`src/rtl/down_counter_pkg.sv`:
```
// Shared types and constants for the down-counter sequencing controller.
package down_counter_pkg;

  // Controller states
  typedef enum logic [1:0] {
    IDLE  = 2'd0,
    RUN   = 2'd1,
    PAUSE = 2'd2
  } state_t;

  // Sequence mode encodings, as presented on the mode input
  localparam logic MODE_ONESHOT = 1'b0;
  localparam logic MODE_RELOAD  = 1'b1;

endpackage

```
`src/rtl/down_counter_ctrl_tick_prescaler.sv`:
```
// Programmable tick divider: asserts tick combinationally on the cycle where
// the phase counter matches presc while enabled, so a tick occurs every
// presc+1 enabled cycles. The phase holds while enable is low.
module tick_prescaler #(
  parameter int PRESC_W = 4
) (
  input  logic               clk,
  input  logic               rst_n,
  input  logic               clear,
  input  logic               enable,
  input  logic [PRESC_W-1:0] presc,
  output logic               tick
);

  localparam logic [PRESC_W-1:0] P_ONE = {{(PRESC_W-1){1'b0}}, 1'b1};

  logic [PRESC_W-1:0] p_reg;
  logic [PRESC_W-1:0] p_next;

  assign tick = enable && (p_reg == presc);

  // Next phase: clear wins, wrap on tick, otherwise advance while enabled
  always_comb begin
    p_next = p_reg;
    if (clear) begin
      p_next = '0;
    end else if (enable) begin
      p_next = tick ? '0 : (p_reg + P_ONE);
    end
  end

  // Phase register
  always_ff @(posedge clk or negedge rst_n) begin
    if (!rst_n) begin
      p_reg <= '0;
    end else begin
      p_reg <= p_next;
    end
  end

endmodule

```
`src/rtl/down_counter_ctrl.sv`:
```
// Sequencing controller for a down counter: latches a start value, paces
// decrements through a prescaler, and reports terminal count. Supports
// one-shot / auto-reload, pause and abort. All outputs are registered.
module down_counter_ctrl
  import down_counter_pkg::*;
#(
  parameter int WIDTH   = 3,
  parameter int PRESC_W = 4
) (
  input  logic               clk,
  input  logic               rst_n,
  input  logic               start,
  input  logic               stop,
  input  logic               pause,
  input  logic [WIDTH-1:0]   load_val,
  input  logic               mode,
  input  logic [PRESC_W-1:0] prescale,
  output logic               start_ack,
  output logic               busy,
  output logic [WIDTH-1:0]   count,
  output logic               tick,
  output logic               done
);

  localparam logic [WIDTH-1:0] C_ONE = {{(WIDTH-1){1'b0}}, 1'b1};

  state_t             state_reg, state_next;
  logic [WIDTH-1:0]   count_reg, count_next;
  logic [WIDTH-1:0]   load_q_reg, load_q_next;
  logic               mode_q_reg, mode_q_next;
  logic [PRESC_W-1:0] presc_q_reg, presc_q_next;
  logic               start_ack_reg, start_ack_next;
  logic               busy_reg, busy_next;
  logic               tick_reg, tick_next;
  logic               done_reg, done_next;

  logic               presc_clear;
  logic               presc_enable;
  logic               presc_tick;

  // The prescaler only advances in RUN with nothing overriding it; a new
  // sequence or an abort restarts its phase from zero.
  assign presc_enable = (state_reg == RUN) && !pause && !stop;
  assign presc_clear  = stop || ((state_reg == IDLE) && start);

  tick_prescaler #(
    .PRESC_W(PRESC_W)
  ) u_prescaler (
    .clk    (clk),
    .rst_n  (rst_n),
    .clear  (presc_clear),
    .enable (presc_enable),
    .presc  (presc_q_reg),
    .tick   (presc_tick)
  );

  // Next-state and output logic; priority is stop > pause > tick
  always_comb begin
    state_next     = state_reg;
    count_next     = count_reg;
    load_q_next    = load_q_reg;
    mode_q_next    = mode_q_reg;
    presc_q_next   = presc_q_reg;
    start_ack_next = 1'b0;
    tick_next      = 1'b0;
    done_next      = 1'b0;

    if (stop) begin
      state_next = IDLE;
      count_next = '0;
    end else begin
      case (state_reg)
        IDLE: begin
          if (start) begin
            load_q_next    = load_val;
            mode_q_next    = mode;
            presc_q_next   = prescale;
            count_next     = load_val;
            start_ack_next = 1'b1;
            state_next     = RUN;
          end
        end
        RUN: begin
          if (pause) begin
            state_next = PAUSE;
          end else if (presc_tick) begin
            tick_next = 1'b1;
            if (count_reg != '0) begin
              count_next = count_reg - C_ONE;
            end else begin
              done_next = 1'b1;
              if (mode_q_reg == MODE_ONESHOT) begin
                state_next = IDLE;
                count_next = '0;
              end else begin
                count_next = load_q_reg;
              end
            end
          end
        end
        PAUSE: begin
          if (!pause) begin
            state_next = RUN;
          end
        end
        default: begin
          state_next = IDLE;
          count_next = '0;
        end
      endcase
    end

    busy_next = (state_next != IDLE);
  end

  // State and registered outputs
  always_ff @(posedge clk or negedge rst_n) begin
    if (!rst_n) begin
      state_reg     <= IDLE;
      count_reg     <= '0;
      load_q_reg    <= '0;
      mode_q_reg    <= MODE_ONESHOT;
      presc_q_reg   <= '0;
      start_ack_reg <= 1'b0;
      busy_reg      <= 1'b0;
      tick_reg      <= 1'b0;
      done_reg      <= 1'b0;
    end else begin
      state_reg     <= state_next;
      count_reg     <= count_next;
      load_q_reg    <= load_q_next;
      mode_q_reg    <= mode_q_next;
      presc_q_reg   <= presc_q_next;
      start_ack_reg <= start_ack_next;
      busy_reg      <= busy_next;
      tick_reg      <= tick_next;
      done_reg      <= done_next;
    end
  end

  assign start_ack = start_ack_reg;
  assign busy      = busy_reg;
  assign count     = count_reg;
  assign tick      = tick_reg;
  assign done      = done_reg;

endmodule
```
`config.mk`:
```
export PLATFORM = sky130hd
export DESIGN_NAME = down_counter_ctrl
export DESIGN_NICKNAME = d
export VERILOG_FILES = /design/src/rtl/down_counter_pkg.sv /design/src/rtl/down_counter_ctrl_tick_prescaler.sv /design/src/rtl/down_counter_ctrl.sv
export SDC_FILE = /design/constraint.sdc
export NUM_CORES = 1
export LEC_CHECK = 0
export CAP_MARGIN = 20
export CORE_AREA = 2 2 71 73
export CTS_BUF_LIST = sky130_fd_sc_hd__clkbuf_4 sky130_fd_sc_hd__clkbuf_8
export DETAILED_ROUTE_END_ITERATION = 7
export DIE_AREA = 0 0 73 75
export PLACE_DENSITY = 0.42
export SYNTH_ARGS = -nofsm -noshare
export SYNTH_HDL_FRONTEND = slang
export SYNTH_SLANG_ARGS = --single-unit
```
`constraint.sdc`:
```
create_clock -name clk -period 1.4 [get_ports clk]
set_clock_uncertainty 0.05 [all_clocks]
set_input_delay 0.42 -clock clk [delete_from_list [all_inputs] [get_ports clk]]
set_output_delay 0.42 -clock clk [all_outputs]
set_load 0.02 [all_outputs]
```
Word-level counts from Yosys, hierarchy flattened --
Index checks and enable logic that the tools add are counted.
Word-level totals: register bits after elaboration 21, input port bits 13, output and inout port bits 7, word-level logic and storage cells 63
Operators by class: $add $sub $neg 2, eq/ne operators 7, multiplexer cells 30, bitwise gates (word level) 1, reduce and logical (&&, ||, !) cells 13
Operators by type and width (count):
- 3-bit two-way mux | 6
- 2-bit two-way mux | 7
- 1-bit two-way mux | 12
- 4-bit two-way mux | 3
- 3-bit case mux with 3 select lines | 1
- 3-bit inequality test, second input constant | 2
- 2-bit case mux with 3 select lines | 1
- 4-bit by 1-bit adder with 4-bit output, second input constant | 1
- 4-bit == test | 1
- 1-bit logical AND | 4
- 4-bit AND reduction | 1
- 2-bit nonzero test | 2
- 3-bit by 2-bit inequality test with 1-bit output, second input constant | 1
- 3-bit AND reduction | 1
- 3-bit nonzero test | 1
- 3-bit by 1-bit subtractor with 3-bit output, second input constant | 1
- 2-bit by 1-bit == test with 1-bit output, second input constant | 1
- 2-bit == test, second input constant | 1
- 1-bit logical NOT | 2
- 2-bit logical NOT | 1
- 2-bit inequality test, second input constant | 1
- 1-bit logical OR | 1
- 1-bit inverter | 1

Longest topological paths before layout --
depth after elaboration 9, mapped depth 7, mapped depth without buffers 7

Cells and area by module --
A second synthesis with hierarchy kept.
Unflattened totals: cells, all modules 95, area total of the unflattened synthesis 1098.6 um2
By module, submodules not included:
- down_counter_ctrl | times used 1, cells each 69, area an instance 828.3 um2, sequential area each 425.4 um2
- tick_prescaler | times used 1, cells each 26, area an instance 270.3 um2, sequential area each 100.1 um2

Worst setup path after synthesis --
OpenSTA, ideal clock, no wires.
path type register to register, start point register count_reg[0] (netlist: count[0]), end point register count_reg[0] (netlist: count[0]), setup time 0.094 ns, data arrival time 1.452 ns, required time 1.256 ns, setup slack -0.196 ns, stages on the path, launching flop included 8, buffers on the path 0, period minus slack after synthesis 1.596 ns, cells stage by stage dfrtp_1 inv_1 ha_1 ha_1 nor2_1 a31oi_1 a2bb2oi_1 a211oi_1
On the way: cells in the longest elaborated chain, start to end 6, elaborated cells between the ends (all ways) 7, classes of those cells 1 x add/sub; 5 x mux; 1 x reduce/logical
Ends and longest elaborated chain:
- from (decl) | line down_counter_ctrl.sv:28 | logic [WIDTH-1:0] count_reg, count_next;
- from (signal assigned) | line down_counter_ctrl.sv:130 | count_reg <= count_next;
- 3-bit by 1-bit subtractor with 3-bit output or 3-bit nonzero test (tied branches) | line down_counter_ctrl.sv:89, down_counter_ctrl.sv:88
- 3-bit two-way mux * | line down_counter_ctrl.sv:88 | if (count_reg != '0) begin
- 3-bit two-way mux * | line down_counter_ctrl.sv:86 | end else if (presc_tick) begin
- 3-bit two-way mux * | line down_counter_ctrl.sv:84 | if (pause) begin
- 3-bit case mux with 3 select lines * | line down_counter_ctrl.sv:72 | case (state_reg)
- 3-bit two-way mux * | line down_counter_ctrl.sv:68 | if (stop) begin
Every way passes the cells marked *; elsewhere a longest branch is shown, timed or not. The select of a mux whose other input is x is not followed. A chain may end at the register's enable or synchronous reset.

Worst setup path in the final report --
start point register state_reg[1], end point register u_prescaler.p_reg[1]
On the way: cells in the longest elaborated chain, start to end 7, elaborated cells between the ends (all ways) 11, classes of those cells 1 x eq/ne; 3 x mux; 7 x reduce/logical
Ends and longest elaborated chain:
- from (decl) | line down_counter_ctrl.sv:27 | state_t state_reg, state_next;
- from (signal assigned) | line down_counter_ctrl.sv:129 | state_reg <= state_next;
- 2-bit by 1-bit == test with 1-bit output | line down_counter_ctrl.sv:43 | assign presc_enable = (state_reg == RUN) && !pause && !stop;
- 1-bit logical AND (2 in series) | line down_counter_ctrl.sv:43
- 1-bit logical AND | line down_counter_ctrl_tick_prescaler.sv:20 | assign tick = enable && (p_reg == presc);
- 4-bit two-way mux | line down_counter_ctrl_tick_prescaler.sv:28 | p_next = tick ? '0 : (p_reg + P_ONE);
- 4-bit two-way mux | line down_counter_ctrl_tick_prescaler.sv:27 | end else if (enable) begin
- 4-bit two-way mux | line down_counter_ctrl_tick_prescaler.sv:25 | if (clear) begin
- to (signal assigned) | line down_counter_ctrl_tick_prescaler.sv:37 | p_reg <= p_next;
- to (decl) | line down_counter_ctrl_tick_prescaler.sv:17 | logic [PRESC_W-1:0] p_reg;
Several ways; a longest one is shown, not always the timed one. The select of a mux whose other input is x is not followed.

==> flow_summary.ini <==
[outcome]
outcome = finished with violations
violations = setup timing

[timing]
fin_crit_sh = 1.10
fin_crit_ns = 1.53
max_slew_margin = 0.769
fmax_mhz = 652
slew_viol_final = 0
setup_violations = 19
finalHoldViolCount = 0
worst_slack_ns = -0.134
rsz0062_at_grt = yes
tightest_slew_ns = 0.345

[detailed_routing]
antenna_left = 0
route.detailed.drc = 0
vias = 965
viasPerCell = 4.68
drt-pass1-iter-count = 4
drt_iter0_drc = 32
wirelength_um = 3010
wl_per_cell_um = 14.6

[finish]
fillers = 442
final_core_util = 0.402
final_nets = 169
layout-drive-gt1-share = 0.566
fin_area_um2 = 1870
final_common_cell = buf_4
seq_area_um2 = 531
area_growth_pct = 63.1
final_cell_mix = buf_4 (20), dfrtp_1 (17), buf_6 (10)
multi_input_area_um2 = 777
diodes = 0
final_cell_count_no_fill = 206

[critical_path]
path_max_fanout = 4
required_ns = 1.49
crit_slowest_cell = dfrtp_2
path_cells = buf_6 > nor3b_4 > nand3b_4 > buf_6 > o211ai_1 > a21oi_1
crit_family = flip-flops
crit_path_frequent_cell = buf_6
critPathArrivalTime_ns = 1.63
worst_setup_path_end_kind = register
path_class = reg2reg
crit_path_max_incr_delay_ns = 0.46
cp-start-kind = register
crit_buf_inv = 2

[global_route]
gr-usage-met2 = 0.185
met1_usage = 0.158
gr-total-overflow = 0
grt_antenna_before_repair = 0
grt_pass1_wl_um = 4770
busiest_layer = met2
grt_usage = 0.115
grt_max_degree = 22
grt_pass1_vias = 961
use_met3 = 0.0174

[flow_run]
cap_violations = 0

[placement]
io_buffers = 19
dpl_cell_area_um2 = 1570
dp.cells = 194
gp_congestion = 0.721
hpwl_um = 2060

[hold_path]
hp-class = in2async

[clock_network]
cts_buffers = 3
path_clk_slew_ns = 0.08
insertion_delay_ns = 0.26
cts.sink_count = 21
postCtsHoldBufs = 0
cts-root-buf = clkbuf_8
cts_tree = done
h-tree-depth = 1
cts_max_path_buffers = 2

[die]
die_x_um = 73
rows = 25
pin_count = 20
die_area_um2 = 5480
start_util = 0.246
core_area_um2 = 4660
die_h_um = 75

[yosys]
syn_inst = 104
syn_nets = 120
ys_seq_area_frac = 0.458
ys_warn_count = 0
synth_edf_count = 0
syn_area_per_cell_um2 = 11.0
synth_cell_types = 36
synth_ff_type = dfrtp_1
synth-async-reset-ratio = 1.00
synth-seq-cells = 21
netlist_area_um2 = 1150

[pwr]
power_mw = 1.89
ir_drop_v = 0.000331
power.density_nw_per_um2 = 1010
leakagePower_nw = 0.809
## synthesized netlist by cell type, types with 2 or more instances
library cell	count	area [um2]
inv_1	3	11.3
a2bb2oi_1	3	26.3
a21oi_1	6	30.0
mux2_1	8	90.1
a211oi_1	6	45.0
nand2_1	4	15.0
buf_6	2	22.5
ha_1	3	37.5
nor3b_2	2	25.0
a31oi_1	3	18.8
nand2b_1	6	37.5
and2_1	2	12.5
dfrtp_1	21	526
nor2_1	8	30.0
nor3_1	2	10.0
xnor2_1	5	43.8
## report_power, final
part           internal (mW)  total (mW)  switching, mW
clock network          0.222       0.432          0.210
logic                  0.413       0.714          0.300
registers              0.681       0.742         0.0615
## cell families after synthesis
| kind of cell | after synthesis | synth area share |
|---|---|---|
| AOI/OAI and AO/OA | 24 | 0.143 |
| buffers and inverters | 7 | 0.0371 |
| adders and majority gates | 3 | 0.0327 |
| DFF | 21 | 0.458 |
| and+or+nand+nor | 35 | 0.205 |
| muxes | 8 | 0.0785 |
| xor gates and xnor gates | 6 | 0.0458 |
## metal layers
| layer | vias to the layer above | part of all wire |
|---|---|---|
| li1 | 467 | - |
| met1 | 483 | 0.50 |
| met4 | 0 | 0.011 |
| met2 | 13 | 0.47 |
| met3 | 2 | 0.019 |
| met5 | - | 0 |
## worst paths after layout
kind	from	slack [ns]	depth (start not counted)	to
max reg2reg	state_reg[1]	-0.13	6	u_prescaler.p_reg[1]
min	rst_n	0.45	2	count[2]
min reg2reg	load_q_reg[0]	0.47	1	load_q_reg[0]
max in group asynchronous	rst_n	0.71	2	count[1]
max	state_reg[1]	-0.13	6	u_prescaler.p_reg[1]
min in group clk	load_q_reg[0]	0.47	1	load_q_reg[0]
## metrics by stage
stage	hold slack [ns]	worst slack (ns)	TNS, ns
after detailed placement	0.428	-0.628	-10.80
final	0.448	-0.134	-1.49
after global routing	0.461	-0.176	-2.80
after global placement	0.420	-0.591	-10.66
after CTS	0.448	-0.139	-1.84
after floorplan	0.0744	-0.0635	-0.608
## final cells by class
type | count | area share
clock buffer | 4 | 0.0261
inverter | 3 | 0.00602
multi-input combinational | 76 | 0.415
sequential | 21 | 0.283
tap | 54 | 0.0361
timing repair buffer | 48 | 0.233
## repair_timing
| action | 4_1_cts | 5_1_grt |
|---|---|---|
| resized for setup | 51 | 27 |
| pin swaps | 5 | 12 |
| endpoints found under the setup margin | 26 | 23 |
| cloned | 1 | 0 |
| setup buffers | 3 | 4 |
Power figures use the tool's default switching activity.
